## config.mk

```make
export PLATFORM = sky130hd
export DESIGN_NAME = ps2_keycode_decoder
export DESIGN_NICKNAME = d
export VERILOG_FILES = /design/src/rtl/ps2_keycode_decoder.sv
export SDC_FILE = /design/constraint.sdc
export NUM_CORES = 1
export LEC_CHECK = 0
export ABC_AREA = 1
export BUFFER_PORTS_ARGS = -buffer_cell sky130_fd_sc_hd__buf_2
export CAP_MARGIN = 10
export CORE_MARGIN = 1.5
export CORE_UTILIZATION = 35
export CTS_BUF_LIST = sky130_fd_sc_hd__clkbuf_8
export CTS_CLUSTER_SIZE = 28
export DETAILED_ROUTE_END_ITERATION = 12
export HOLD_SLACK_MARGIN = 0.15
export PLACE_DENSITY = 0.57
export SLEW_MARGIN = 0
export SYNTH_ARGS = -nofsm -noshare
export SYNTH_HDL_FRONTEND = slang
export SYNTH_SLANG_ARGS = --single-unit
```

## constraint.sdc

```tcl
create_clock -name CLOCK_50 -period 1.81 [get_ports CLOCK_50]
set_input_delay 0.0905 -clock CLOCK_50 [delete_from_list [all_inputs] [get_ports CLOCK_50]]
set_output_delay 0.0905 -clock CLOCK_50 [all_outputs]
set_load 0.005 [all_outputs]
```

## src/rtl/ps2_keycode_decoder.sv

```systemverilog
// PS/2 keyboard receiver: conditions the pins, frames 11-bit PS/2 bytes and
// tracks the currently held key (make / F0 break / E0 extended) as an 8-bit keycode.
module ps2_keycode_decoder #(
  parameter int FILTER_LEN     = 4,
  parameter int TIMEOUT_CYCLES = 50000
) (
  input  logic       CLOCK_50,
  input  logic       reset,
  input  logic       PS2_CLK,
  input  logic       PS2_DAT,
  output logic [7:0] keycode,
  output logic       extended,
  output logic [7:0] byte_data,
  output logic       byte_valid,
  output logic       frame_err
);

  localparam int FW = $clog2(FILTER_LEN + 1);
  localparam int TW = $clog2(TIMEOUT_CYCLES + 1);

  typedef enum logic [1:0] {
    S_IDLE,
    S_DATA,
    S_PARITY,
    S_STOP
  } state_t;

  state_t        state;
  state_t        state_next;
  logic          clk_s1, clk_s2, dat_s1, dat_s2;
  logic          clk_filt;
  logic [FW-1:0] filt_cnt;
  logic          fall;
  logic          dat_at_fall;
  logic [7:0]    shift;
  logic [2:0]    bit_cnt;
  logic          par_bit;
  logic [TW-1:0] to_cnt;
  logic          byte_ok;
  logic          bad;
  logic          timeout;
  logic          brk_pend;
  logic          ext_pend;

  // Synchronizers and clock glitch filter; fall is a one-cycle pulse that
  // carries the data level captured on the very same cycle.
  always_ff @(posedge CLOCK_50 or posedge reset) begin
    if (reset) begin
      clk_s1      <= 1'b0;
      clk_s2      <= 1'b0;
      dat_s1      <= 1'b0;
      dat_s2      <= 1'b0;
      clk_filt    <= 1'b0;
      filt_cnt    <= '0;
      fall        <= 1'b0;
      dat_at_fall <= 1'b0;
    end else begin
      clk_s1 <= PS2_CLK;
      clk_s2 <= clk_s1;
      dat_s1 <= PS2_DAT;
      dat_s2 <= dat_s1;
      fall   <= 1'b0;
      if (clk_s2 == clk_filt) begin
        filt_cnt <= '0;
      end else if (filt_cnt == FW'(FILTER_LEN - 1)) begin
        clk_filt    <= clk_s2;
        filt_cnt    <= '0;
        fall        <= clk_filt;
        dat_at_fall <= dat_s2;
      end else begin
        filt_cnt <= filt_cnt + FW'(1);
      end
    end
  end

  always_ff @(posedge CLOCK_50 or posedge reset) begin
    if (reset) state <= S_IDLE;
    else       state <= state_next;
  end

  always_comb begin
    state_next = state;
    byte_ok    = 1'b0;
    bad        = 1'b0;
    timeout    = 1'b0;
    if (fall) begin
      case (state)
        S_IDLE: begin
          if (!dat_at_fall) state_next = S_DATA;
          else              bad        = 1'b1;
        end
        S_DATA: begin
          if (bit_cnt == 3'd7) state_next = S_PARITY;
        end
        S_PARITY: state_next = S_STOP;
        S_STOP: begin
          state_next = S_IDLE;
          if (dat_at_fall && (^{shift, par_bit})) byte_ok = 1'b1;
          else                                   bad     = 1'b1;
        end
        default: state_next = S_IDLE;
      endcase
    end else if (state != S_IDLE && to_cnt == TW'(TIMEOUT_CYCLES - 1)) begin
      timeout    = 1'b1;
      bad        = 1'b1;
      state_next = S_IDLE;
    end
  end

  // Frame datapath: shift register, bit counter, parity and inter-fall timeout.
  always_ff @(posedge CLOCK_50 or posedge reset) begin
    if (reset) begin
      shift      <= '0;
      bit_cnt    <= '0;
      par_bit    <= 1'b0;
      to_cnt     <= '0;
      byte_data  <= '0;
      byte_valid <= 1'b0;
      frame_err  <= 1'b0;
    end else begin
      byte_valid <= byte_ok;
      frame_err  <= bad;
      if (byte_ok) byte_data <= shift;
      if (fall || state == S_IDLE || timeout) to_cnt <= '0;
      else                                    to_cnt <= to_cnt + TW'(1);
      if (state == S_IDLE) begin
        bit_cnt <= '0;
      end else if (fall && state == S_DATA) begin
        shift   <= {dat_at_fall, shift[7:1]};
        bit_cnt <= bit_cnt + 3'd1;
      end else if (fall && state == S_PARITY) begin
        par_bit <= dat_at_fall;
      end
    end
  end

  // Key tracking: prefixes only set pending flags; a break clears the key
  // only when it names the tracked key with the same extended flag.
  always_ff @(posedge CLOCK_50 or posedge reset) begin
    if (reset) begin
      keycode  <= '0;
      extended <= 1'b0;
      brk_pend <= 1'b0;
      ext_pend <= 1'b0;
    end else if (byte_valid) begin
      if (byte_data == 8'hE0) begin
        ext_pend <= 1'b1;
      end else if (byte_data == 8'hF0) begin
        brk_pend <= 1'b1;
      end else begin
        if (!brk_pend) begin
          keycode  <= byte_data;
          extended <= ext_pend;
        end else if (byte_data == keycode && ext_pend == extended) begin
          keycode  <= 8'h00;
          extended <= 1'b0;
        end
        brk_pend <= 1'b0;
        ext_pend <= 1'b0;
      end
    end
  end

endmodule

```

==> results of run 1 <==
==> sequential cells by signal (all words and copies together) (netlist names), 2 cells and up <==
register   flops
shift          8
to_cnt        16
keycode        8
filt_cnt       3
state          2
byte_data      8
bit_cnt        3
==> cells in the mapped netlist, types with 2 or more instances <==
master      n
nor3_1      8
o21ai_0    29
nand4_1     4
o21ai_1     7
nand2_1    79
a21oi_1    10
nand2_2     3
ha_1        9
nor2_2      3
xor2_1      2
inv_1      47
dfrtp_1    61
a22o_1      2
inv_2       5
nand3_1    19
nor2_1     26
xnor2_1     7
nand3_2     2
o2111ai_1   2
==> metrics by stage <==
step | TNS (ns) | setup WS (ns) | power, mW | utilization [%] | std cells
global placement | 0 | 0.129 | 1.62 | 39.2 | 468
detailed placement | 0 | 0.0333 | 1.62 | 39.2 | 468
CTS | 0 | 0.0197 | 2.99 | 42.4 | 487
floorplan | 0 | 0.206 | 1.57 | - | 337
global route | -0.0840 | -0.0270 | 3.08 | 43.2 | 491
finish | 0 | 0.107 | 2.95 | 43.2 | 491
==> power breakdown <==
group	switching [mW]	internal [mW]	leakage, nW
registers	0.0358	1.41	0.838
logic	0.0923	0.0610	0.752
clock network	0.577	0.781	0.113
==> layout make-up <==
| class | count | area, µm² |
|---|---|---|
| clock buffer | 9 | 124 |
| clock inverter | 7 | 100 |
| fill | 784 | 4620 |
| inverter | 52 | 195 |
| multi-input combinational | 221 | 1200 |
| sequential | 61 | 1530 |
| tap | 105 | 131 |
| timing repair buffer | 36 | 235 |
==> worst register-to-register path: cells and delay by family, from the launching register on <==
kind            cells  cell delay (ns)
compound gates      2             0.14
fa+ha+maj           1             0.17
buf+inv             2             0.13
flops               1             0.39
simple gates        4             0.73
==> layer usage <==
layer,wire length (µm),vias up
met5,0,-
met4,98,0
met3,166,9
met2,2630,28
met1,2650,1062
li1,-,1163
==> how the worst max path moves through the flow <==
stage / endpoint / slack (ns)
CTS: to_cnt[6] / 0.02
global placement: to_cnt[6] / 0.13
finish: to_cnt[6] / 0.11
global route: to_cnt[3] / -0.03
floorplan: bit_cnt[0] / 0.21
detailed placement: to_cnt[6] / 0.03
==> kinds of logic after synthesis <==
family	after synthesis	synth area share, %
AOI/OAI and AO/OA	53	9.93
xor gates and xnor gates	9	2.71
adders and majority gates	9	3.87
buffers and inverters	55	7.61
DFF	61	52.4
and+or+nand+nor	150	23.5
==> timing repair <==
item	in CTS	in global routing
setup endpoints to repair	0	15
gates resized for setup	0	14
hold buffers	3	0
endpoints found under the hold margin	63	0
buffers inserted	0	4
==> metrics.txt, run 1 <==
Residual DRC=0; RePlAce Congestion=0.782; Root Buffer Master=clkbuf_8; initial antenna violation count=0; Hold Crit Class=input port to asynchronous set/reset pin; I/O Buffers=22; Top FF cell, synth=dfrtp_1; RSZ-0062 raised after global routing=true; NumNets Final=394; Synth area leaders=dfrtp_1 52%, nand2_1 10%, inv_1 6.1%; Area Growth Syn to Fin=20.8%; Final Hold Viols=0; crit path buf inv count=2; fin crit share=94.1%; diode count=0; final slew viol count=0; post-DR wirelength/cell=11.3 µm; Initial DRC Count=104; post-synthesis sequential area ratio=52.4%; CP Data Arrival Time=1.92 ns; max-capacitance violation count=0; clk_lat worst skew=0.35 ns; layout cells sized above 1=20.2%; endpoints failing setup=0; TritonCTS buffer count=9; most frequent cells in the layout=78 x nand2_1, 61 x dfrtp_1, 42 x inv_1; met3 Use GR=3.24%; die span in x=94.2 µm; syn avg cell area=8.64 µm²; Worst-path clk slew=0.07 ns; PwrDens=840 mW/mm²; Core Region=0.00813 mm²; critical path peak fanout=7; Worst setup SP type=flop; Synth area leader=dfrtp_1; antenna-violating nets left=0; critical-path cell list=inv_2 -> ha_4 -> inv_2 -> nand2_1 -> nor4_2 -> nand3_2 -> and2b_2 -> o21ai_0 -> a21oi_1; GR Overflow Total=0; CTS H-Tree Depth=3; leakage=1.70 nW; CP peak stage delay=0.39 ns; syn_nets=350; I/O Pins=23; Die Area=0.00887 mm²; vias in the first global route=2039; CTS tree=built; most common cell after layout, fill and taps aside=nand2_1; RR Endpoint=to_cnt[6]; outcome=finished, final reports clean; busiest grt layer=met2; FF+latch count, synth=61; CP Data Required Time=2.03 ns; largest net degree at the start of global routing=28; CP max-delay cell=dfrtp_1; Worst-Margin Slew=0.442 ns; Synth Instances=337; Top delay family on crit path=simple AND/OR/NAND/NOR gates; number of synthesized flops with an enable pin=0; Vias/cell=4.61; Max clock buf depth=2; Fmax achieved=0.587 GHz; DP HPWL=4020 µm; area of placed instances=0.00319 mm²; worst hold margin=0.291 ns; Final min period=1.70 ns; Setup crit start=state[0]; DR vias=2262; Initial Util=35.8%; Num Clock Sinks=61; Die Y=94.2 µm; Setup CP Type=flop to flop; Total GRT Usage=13.8%; skew final=0.0166 ns; Slew Limit Headroom=70.5%; routed wire length=5540 µm; Setup crit end kind=flop; M2 GR Usage=20.9%; R2R Setup Slk=0.11 ns; number of iterations in the first detailed-routing pass=4; Synth async-reset ratio=100%; number of stages on the worst setup path=9; post-route cell area=0.00352 mm²; row count=33; yosys warns=0; Worst R2R Path Depth=9; Worst IR Drop VDD=0.492 mV; most numerous cell on the critical path=inv_2; top-area cell type share of the netlist area=52.4%; worst r2r src=state[0]; first-pass GRT wire length=9370 µm; synth unique cells=31; Mapped Area=0.00291 mm²; GRT met1 Usage=18.1%
Power figures use the tool's default switching activity.
==> run 2: changes to the inputs <==
Settings changed: CORE_UTILIZATION 35 to 62, PLACE_DENSITY 0.57 to 0.88.
==> metrics.txt, run 2 (synthesis results as in run 1) <==
Worst R2R Path Depth=10; Area Growth Syn to Fin=15.8%; vias in the first global route=2243; Largest register FFs=16; Hold Crit Class=flop to flop; CTS tree=built; Setup crit start=state[1]; Slew Limit Headroom=57.2%; area of placed instances=0.00310 mm²; I/O Buffers=22; Met2 Wirelength=2740 µm; total chip power=2.77 mW; RePlAce Congestion=0.844; first-pass GRT wire length=9690 µm; Final min period=1.73 ns; Residual DRC=0; I/O Pins=23; max-capacitance violation count=0; post-route cell area=0.00337 mm²; routed wl met3=290 µm; layout cells sized above 1=17.5%; FILL cells=298; Core Region=0.00444 mm²; Worst IR Drop VDD=0.653 mV; Num Clock Sinks=61; R2R Setup Slk=0.08 ns; top layer in use=met4; Final Hold Viols=0; DP HPWL=3910 µm; Placement Setup Slack=0.0137 ns; Vias/cell=5.46; critical path peak fanout=4; Worst-Margin Slew=0.641 ns; CP Data Arrival Time=1.98 ns; Initial Util=65.5%; Setup crit end kind=flop; fin crit share=95.8%; row count=24; Most flops, register=to_cnt; most frequent cells in the layout=79 x nand2_1, 61 x dfrtp_1, 48 x inv_1; CP Data Required Time=2.05 ns; diode count=0; PwrDens=822 mW/mm²; Worst setup SP type=flop; DR vias=2371; die span in x=71.5 µm; GR Overflow Total=0; Core Util, Final=75.9%; Initial DRC Count=178; Setup CP Type=flop to flop; initial antenna violation count=0; Fmax achieved=0.577 GHz; RSZ-0062 raised after global routing=true; most common cell after layout, fill and taps aside=nand2_1; routed wire length=5740 µm; crit path to=state[1]; Worst-path clk slew=0.06 ns; Die Area=0.00512 mm²; setup TNS=0 ns; leakage=1.68 nW; clk_lat worst skew=0.33 ns; NumNets Final=391; largest net degree at the start of global routing=33; Root Buffer Master=clkbuf_8; antenna-violating nets left=0; endpoints failing setup=0; Die Y=71.5 µm; CTS H-Tree Depth=3; number of iterations in the first detailed-routing pass=7; post-DR wirelength/cell=13.2 µm; skew final=0.00710 ns; setup ws final=0.0763 ns; Total GRT Usage=24.8%; final slew viol count=0; outcome=finished, final reports clean; worst r2r src=state[1]; Max clock buf depth=2; TritonCTS buffer count=9; RR Endpoint=state[1]; met1 wire length=2520 µm
run 2: cell count changes in the layout (fill, tap and decap cells not counted), sizes merged:
cell,before,now
clkinv,5,0
buf,33,30
inv,52,55
clkbuf,9,11
bufinv,2,1
run 2: where the power goes:
part | total (mW) | switching (mW) | internal, mW | leakage, nW
registers | 1.45 | 0.0396 | 1.41 | 0.838
clock network | 1.17 | 0.484 | 0.689 | 0.109
logic | 0.150 | 0.0939 | 0.0563 | 0.735
total | 2.77 | 0.618 | 2.15 | 1.68
run 2: worst max-delay path, stage by stage, from the launching register on:
cell and delay [ns]:
dfrtp_1 0.35, inv_1 0.09, ha_2 0.21, inv_1 0.09, nand2_1 0.09, nor4_2 0.17, nand3_2 0.11, buf_4 0.17
a21oi_4 0.15, nand3_1 0.10, o21ai_1 0.11
run 2: worst min path at each step:
stage	startpoint	endpoint	cells past startpoint
4_1_cts	dat_s1	dat_s2	0
3_3_place_gp	reset	byte_data[1]	2
2_1_floorplan	PS2_CLK	clk_s1	0
3_5_place_dp	PS2_CLK	clk_s1	1
6_report	clk_s1	clk_s2	0
5_1_grt	dat_s1	dat_s2	0
run 2: layer usage:
layer / up-vias / track usage (%)
li1: 1158 / -
met1: 1110 / 30.6
met2: 82 / 40.0
met3: 21 / 7.59
met4: 0 / 12.4
met5: - / 0
run 2: stage by stage:
step,cells,hold slack [ns]
2_1_floorplan,337,0.122
3_3_place_gp,413,0.198
3_5_place_dp,413,0.200
4_1_cts,434,0.366
5_1_grt,434,0.375
6_report,434,0.362
run 2: layout make-up:
type                            count  area (µm²)  share of cell area [%]
Sequential cell                    61        1530                    45.3
Multi-Input combinational cell    221        1190                    35.4
Timing Repair Buffer               33         200                    5.94
Inverter                           52         195                    5.79
Clock buffer                       11         151                    4.49
Tap cell                           52        65.1                    1.93
Clock inverter                      4        41.3                    1.22
run 2: what timing repair did:
action | 4_1_cts | 5_1_grt
hold buffers | 3 | 0
pin swaps | 1 | 1
hold endpoints to repair | 31 | 0
buffers inserted | 3 | 0
resized for setup | 4 | 5
setup endpoints to repair | 8 | 17
